==> src/rtl/flux_sched_pkg.sv <==
// Shared types and width helpers for the multi-flux actor scheduler.
package flux_sched_pkg;

  typedef enum logic {IDLE, BUSY} state_t;

  function automatic int tag_w(input int flux);
    return (flux > 1) ? $clog2(flux) : 1;
  endfunction

  // Width needed for a down-counter holding 0..n-1.
  function automatic int cnt_w(input int n);
    return (n > 1) ? $clog2(n) : 1;
  endfunction

endpackage

==> src/rtl/rr_pick.sv <==
// Round-robin picker: first ready requester at or after ptr, wrapping modulo FLUX.
module rr_pick
  import flux_sched_pkg::*;
#(
  parameter  int FLUX = 2,
  localparam int TW   = tag_w(FLUX)
) (
  input  logic [FLUX-1:0] ready,
  input  logic [TW-1:0]   ptr,
  output logic            valid,
  output logic [TW-1:0]   idx
);

  logic [FLUX-1:0] rot;
  logic [TW:0]     sum;

  // Rotate so bit 0 is the requester at ptr; the lowest set bit wins.
  always_comb begin
    rot   = FLUX'({ready, ready} >> ptr);
    valid = |rot;
    idx   = ptr;
    sum   = '0;
    for (int k = FLUX - 1; k >= 0; k--) begin
      if (rot[k]) begin
        sum = {1'b0, ptr} + (TW+1)'(k);
        if (sum >= (TW+1)'(FLUX)) sum = sum - (TW+1)'(FLUX);
        idx = TW'(sum);
      end
    end
  end

endmodule

==> src/rtl/flux_scheduler.sv <==
// Round-robin burst scheduler sharing one SDF actor datapath between FLUX fluxes,
// with a stall guard that abandons a granted flux that stops making progress.
//
// state | meaning
// IDLE  | no grant held; arbitrating among ready fluxes
// BUSY  | tag holds the grant; firing whenever its ports are ready and output not full
module flux_scheduler
  import flux_sched_pkg::*;
#(
  parameter  int FLUX      = 2,
  parameter  int PORTS     = 2,
  parameter  int BURST     = 4,
  parameter  int TIMEOUT   = 8,
  localparam int TAG_WIDTH = tag_w(FLUX)
) (
  input  logic                   clk,
  input  logic                   rst,
  input  logic                   en,
  input  logic [PORTS*FLUX-1:0]  empty,
  input  logic                   full,
  output logic [PORTS*FLUX-1:0]  read,
  output logic                   fire,
  output logic [TAG_WIDTH-1:0]   tag,
  output logic                   grant_valid,
  output logic                   burst_done
);

  localparam int BW = cnt_w(BURST);
  localparam int SW = cnt_w(TIMEOUT);

  state_t               state;
  logic [TAG_WIDTH-1:0] ptr;
  logic [TAG_WIDTH-1:0] next_ptr;
  logic [TAG_WIDTH-1:0] pick_idx;
  logic                 pick_valid;
  logic [BW-1:0]        burst_cnt;
  logic [SW-1:0]        stall_cnt;
  logic [FLUX-1:0]      ready;
  logic                 last;

  always_comb begin
    ready = '0;
    for (int f = 0; f < FLUX; f++) begin
      ready[f] = ~|empty[f*PORTS +: PORTS];
    end
  end

  rr_pick #(.FLUX(FLUX)) u_pick (
    .ready (ready),
    .ptr   (ptr),
    .valid (pick_valid),
    .idx   (pick_idx)
  );

  assign grant_valid = (state == BUSY);
  assign fire        = grant_valid && ready[tag] && !full;
  assign last        = (burst_cnt == '0);
  assign burst_done  = fire && last;
  assign next_ptr    = (tag == TAG_WIDTH'(FLUX - 1)) ? '0 : tag + TAG_WIDTH'(1);

  always_comb begin
    read = '0;
    if (fire) read[tag*PORTS +: PORTS] = '1;
  end

  always_ff @(posedge clk) begin
    if (!rst) begin
      state     <= IDLE;
      ptr       <= '0;
      tag       <= '0;
      burst_cnt <= '0;
      stall_cnt <= '0;
    end else begin
      case (state)
        IDLE: begin
          if (en && !full && pick_valid) begin
            tag       <= pick_idx;
            burst_cnt <= BW'(BURST - 1);
            stall_cnt <= '0;
            state     <= BUSY;
          end
        end
        BUSY: begin
          if (fire) begin
            if (last) begin
              ptr   <= next_ptr;
              state <= IDLE;
            end else begin
              burst_cnt <= burst_cnt - BW'(1);
              stall_cnt <= '0;
            end
          end else if (TIMEOUT != 0) begin
            // Stalled grant: give the datapath away once the guard expires.
            if (stall_cnt == SW'(TIMEOUT - 1)) begin
              ptr   <= next_ptr;
              state <= IDLE;
            end else begin
              stall_cnt <= stall_cnt + SW'(1);
            end
          end
        end
        default: state <= IDLE;
      endcase
    end
  end

endmodule
==> config.mk <==
export PLATFORM = sky130hd
export DESIGN_NAME = flux_scheduler
export DESIGN_NICKNAME = d
export VERILOG_FILES = /design/src/rtl/flux_sched_pkg.sv /design/src/rtl/rr_pick.sv /design/src/rtl/flux_scheduler.sv
export SDC_FILE = /design/constraint.sdc
export NUM_CORES = 1
export LEC_CHECK = 0
export ABC_AREA = 1
export CAP_MARGIN = 20
export CORE_AREA = 2 2 39 41
export CTS_CLUSTER_DIAMETER = 40
export CTS_CLUSTER_SIZE = 10
export DETAILED_ROUTE_END_ITERATION = 8
export DIE_AREA = 0 0 41 43
export PLACE_DENSITY = 0.82
export REMOVE_ABC_BUFFERS = 1
export SYNTH_ARGS = -nofsm -noshare
export SYNTH_HDL_FRONTEND = slang
export SYNTH_HIERARCHICAL = 1
export SYNTH_SLANG_ARGS = --single-unit
==> constraint.sdc <==
create_clock -name clk -period 3.09 [get_ports clk]
set_input_delay 0.618 -clock clk [delete_from_list [all_inputs] [get_ports clk]]
set_output_delay 0.618 -clock clk [all_outputs]
set_load 0.1 [all_outputs]
==> impl_metrics.csv <==
group,metric,value,unit
die,die_w,41,um
power,power_density,325.4,nW/um^2
synthesis,synth_common_cells,"nand2_1, inv_1, dfxtp_1, nand3_1, nor2_1",
route,drc,0,
placement,postPlaceCellArea,774.5,um^2
worst_setup_path,crit_type,"input port to primary output",
route,vias,536,
placement,gp_congestion,0.6842,
timing,setup_viol,0,
timing,tns,0,ps
clocking,cts_buffers,3,
global_route,track_usage,14.83,%
synthesis,synth_top_area_cell,"dfxtp_1",
power,leakage,0.3841,nW
synthesis,synth_edf_count,0,
placement,portBuffers,15,
finish,fin_area,797.0,um^2
global_route,grt-ovfl-total,0,
die,dieHeight,43,um
global_route,antenna_found_initial,0,
timing,max_freq,377.2,MHz
clocking,worstSkewPairLatency,250,ps
synthesis,synth_ff_type,"dfxtp_1",
worst_setup_path,cp_data_arrival_time,2030,ps
timing,hold_viol_final,0,
clocking,cts_tree,"yes",
synthesis,async_flop_share,0,%
timing,worst_slack,438.5,ps
synthesis,synth.top_cell.area_share,27.83,%
finish,n_fill_cell,129,
die,design.core.area,1384,um^2
die,start_util,41.59,%
timing,clock_skew,2.293,ps
synthesis,synth_cells,81,
global_route,grt_max_degree,10,
synthesis,yosysSeqAreaShare,27.83,%
timing,fin_crit_sh,85.81,%
clocking,cts.path.max_buffers,2,
job,cap_violations,0,
worst_setup_path,end_kind,"primary output",
clocking,root_buffer,"clkbuf_4",
placement,place_inst,109,
hold_path,hold_path.class,"flop to flop",
clocking,ctsHoldBuffers,0,
worst_setup_path,cp.required,2470,ps
finish,syn_to_final_growth,38.48,%
finish,nets,109,
finish,instances_no_fill,112,
synthesis,yosysMostFrequentCell,"nand2_1",
outcome,status,"finished clean",
clocking,ctsResizeCount,0,
route,drtIter0Drc,2,
route,firstDrtPassIters,2,
worst_setup_path,setup.worst_path.start_class,"input port",
placement,hpwl,934.8,um
synthesis,synthDistinctLibCells,21,
global_route,grt_pass1_vias,493,
synthesis,yosys_register_bits,8,
route,avgRoutedWirePerCell,9.688,um
clocking,htree_num_levels,1,
global_route,grt_pass1_wl,1.807,mm
clocking,clk_pin_slew,50,ps
route,ant_nets,0,
finish,drive_above_1_share,28.13,%
route,vias_per_cell,4.786,
worst_setup_path,ff2ff_path_depth,7,
timing,worst_pin_slew,420.5,ps
timing,relSlewSlack,71.93,%
timing,rsz0062_at_grt,"false",
die,io_pins,16,
timing,drv_slew,0,
die,row_count,14,
clocking,cts.sinks,8,
synthesis,avgSynthCellArea,7.106,um^2
synthesis,yosys_warnings,6,
power,peakVddDrop,0.1593,mV
timing,min_period,2651,ps
die,dieArea,1763,um^2
synthesis,synth_area_leaders,"dfxtp_1, nand2_1, inv_1",
worst_setup_path,crit_path_max_fanout,6,
hold_path,holdPathStages,2,
finish,antenna_cells,0,
placement,dpl_worst_slack,423.3,ps
route,wirelength,1.085,mm
clocking,post-cts-setup-buffer-count,0,
synthesis,netlist_area,575.6,um^2
layer usage:
metal	vias up	global-route usage (%)	wire length [um]
li1	284	-	-
met4	0	10.00	33
met3	5	1.571	57
met2	16	25.62	554
met5	-	0	0
met1	231	15.36	439
final timing paths:
check	start	endpoint	slack, ps
hold reg to reg	burst_cnt[1]	burst_cnt[1]	470
hold / removal	burst_cnt[1]	burst_cnt[1]	470
setup / recovery	empty[3]	read[2]	440
setup reg to reg	grant_valid	burst_cnt[0]	1730
critical path, stage by stage:
cell,delay [ps]
clkdlybuf4s50_1,410
nor2_2,160
nand2_1,80
nand2_2,110
nand2_4,90
inv_1,140
nand2_1,70
inv_1,150
buf_12,200
sequential cells by signal, indices dropped and copies added, names as in the netlist:
register and count:
burst_cnt 2, grant_valid 1, ptr 1, stall_cnt 3, tag 1
metrics by stage:
step	hold WS (ps)	power [mW]	utilization, %
2_1_floorplan	441.2	0.1601	-
3_3_place_gp	459.6	0.1810	55.97
3_5_place_dp	470.3	0.1827	55.97
4_1_cts	479.2	0.2623	57.59
5_1_grt	501.5	0.2735	57.59
6_report	470.3	0.2594	57.59
placed cells by master, fill, tap and decap left out, types with 4 or more instances in the layout:
cell type	n
nand2_1	15
a21oi_1	4
inv_1	11
dfxtp_1	8
nand2_2	4
buf_12	6
nor2_1	8
clkdlybuf4s50_1	7
nand3_1	8
nor2_2	4
cell type report:
cell class | count | area (um^2) | area share, %
multi-input cells | 57 | 337.8 | 42.39
repair buffers | 15 | 205.2 | 25.75
flip-flops and latches | 8 | 160.2 | 20.09
inverters | 13 | 51.30 | 6.436
clock buffers | 3 | 22.52 | 2.826
well taps | 16 | 20.02 | 2.512
cells by family after synthesis:
| logic type | synth area share, % |
|---|---|
| simple gates | 45.00 |
| buf+inv | 13.48 |
| compound gates | 7.174 |
| flops | 27.83 |
| fa+ha+maj | 6.522 |
where the power goes:
part	switching (mW)	leakage, nW	internal, mW	total (mW)
combinational	0.0399	0.305	0.0250	0.0649
sequential	0.00586	0.0653	0.109	0.115
clock	0.0348	0.0138	0.0444	0.0792
Note: power is estimated with default switching activity, not from simulation.
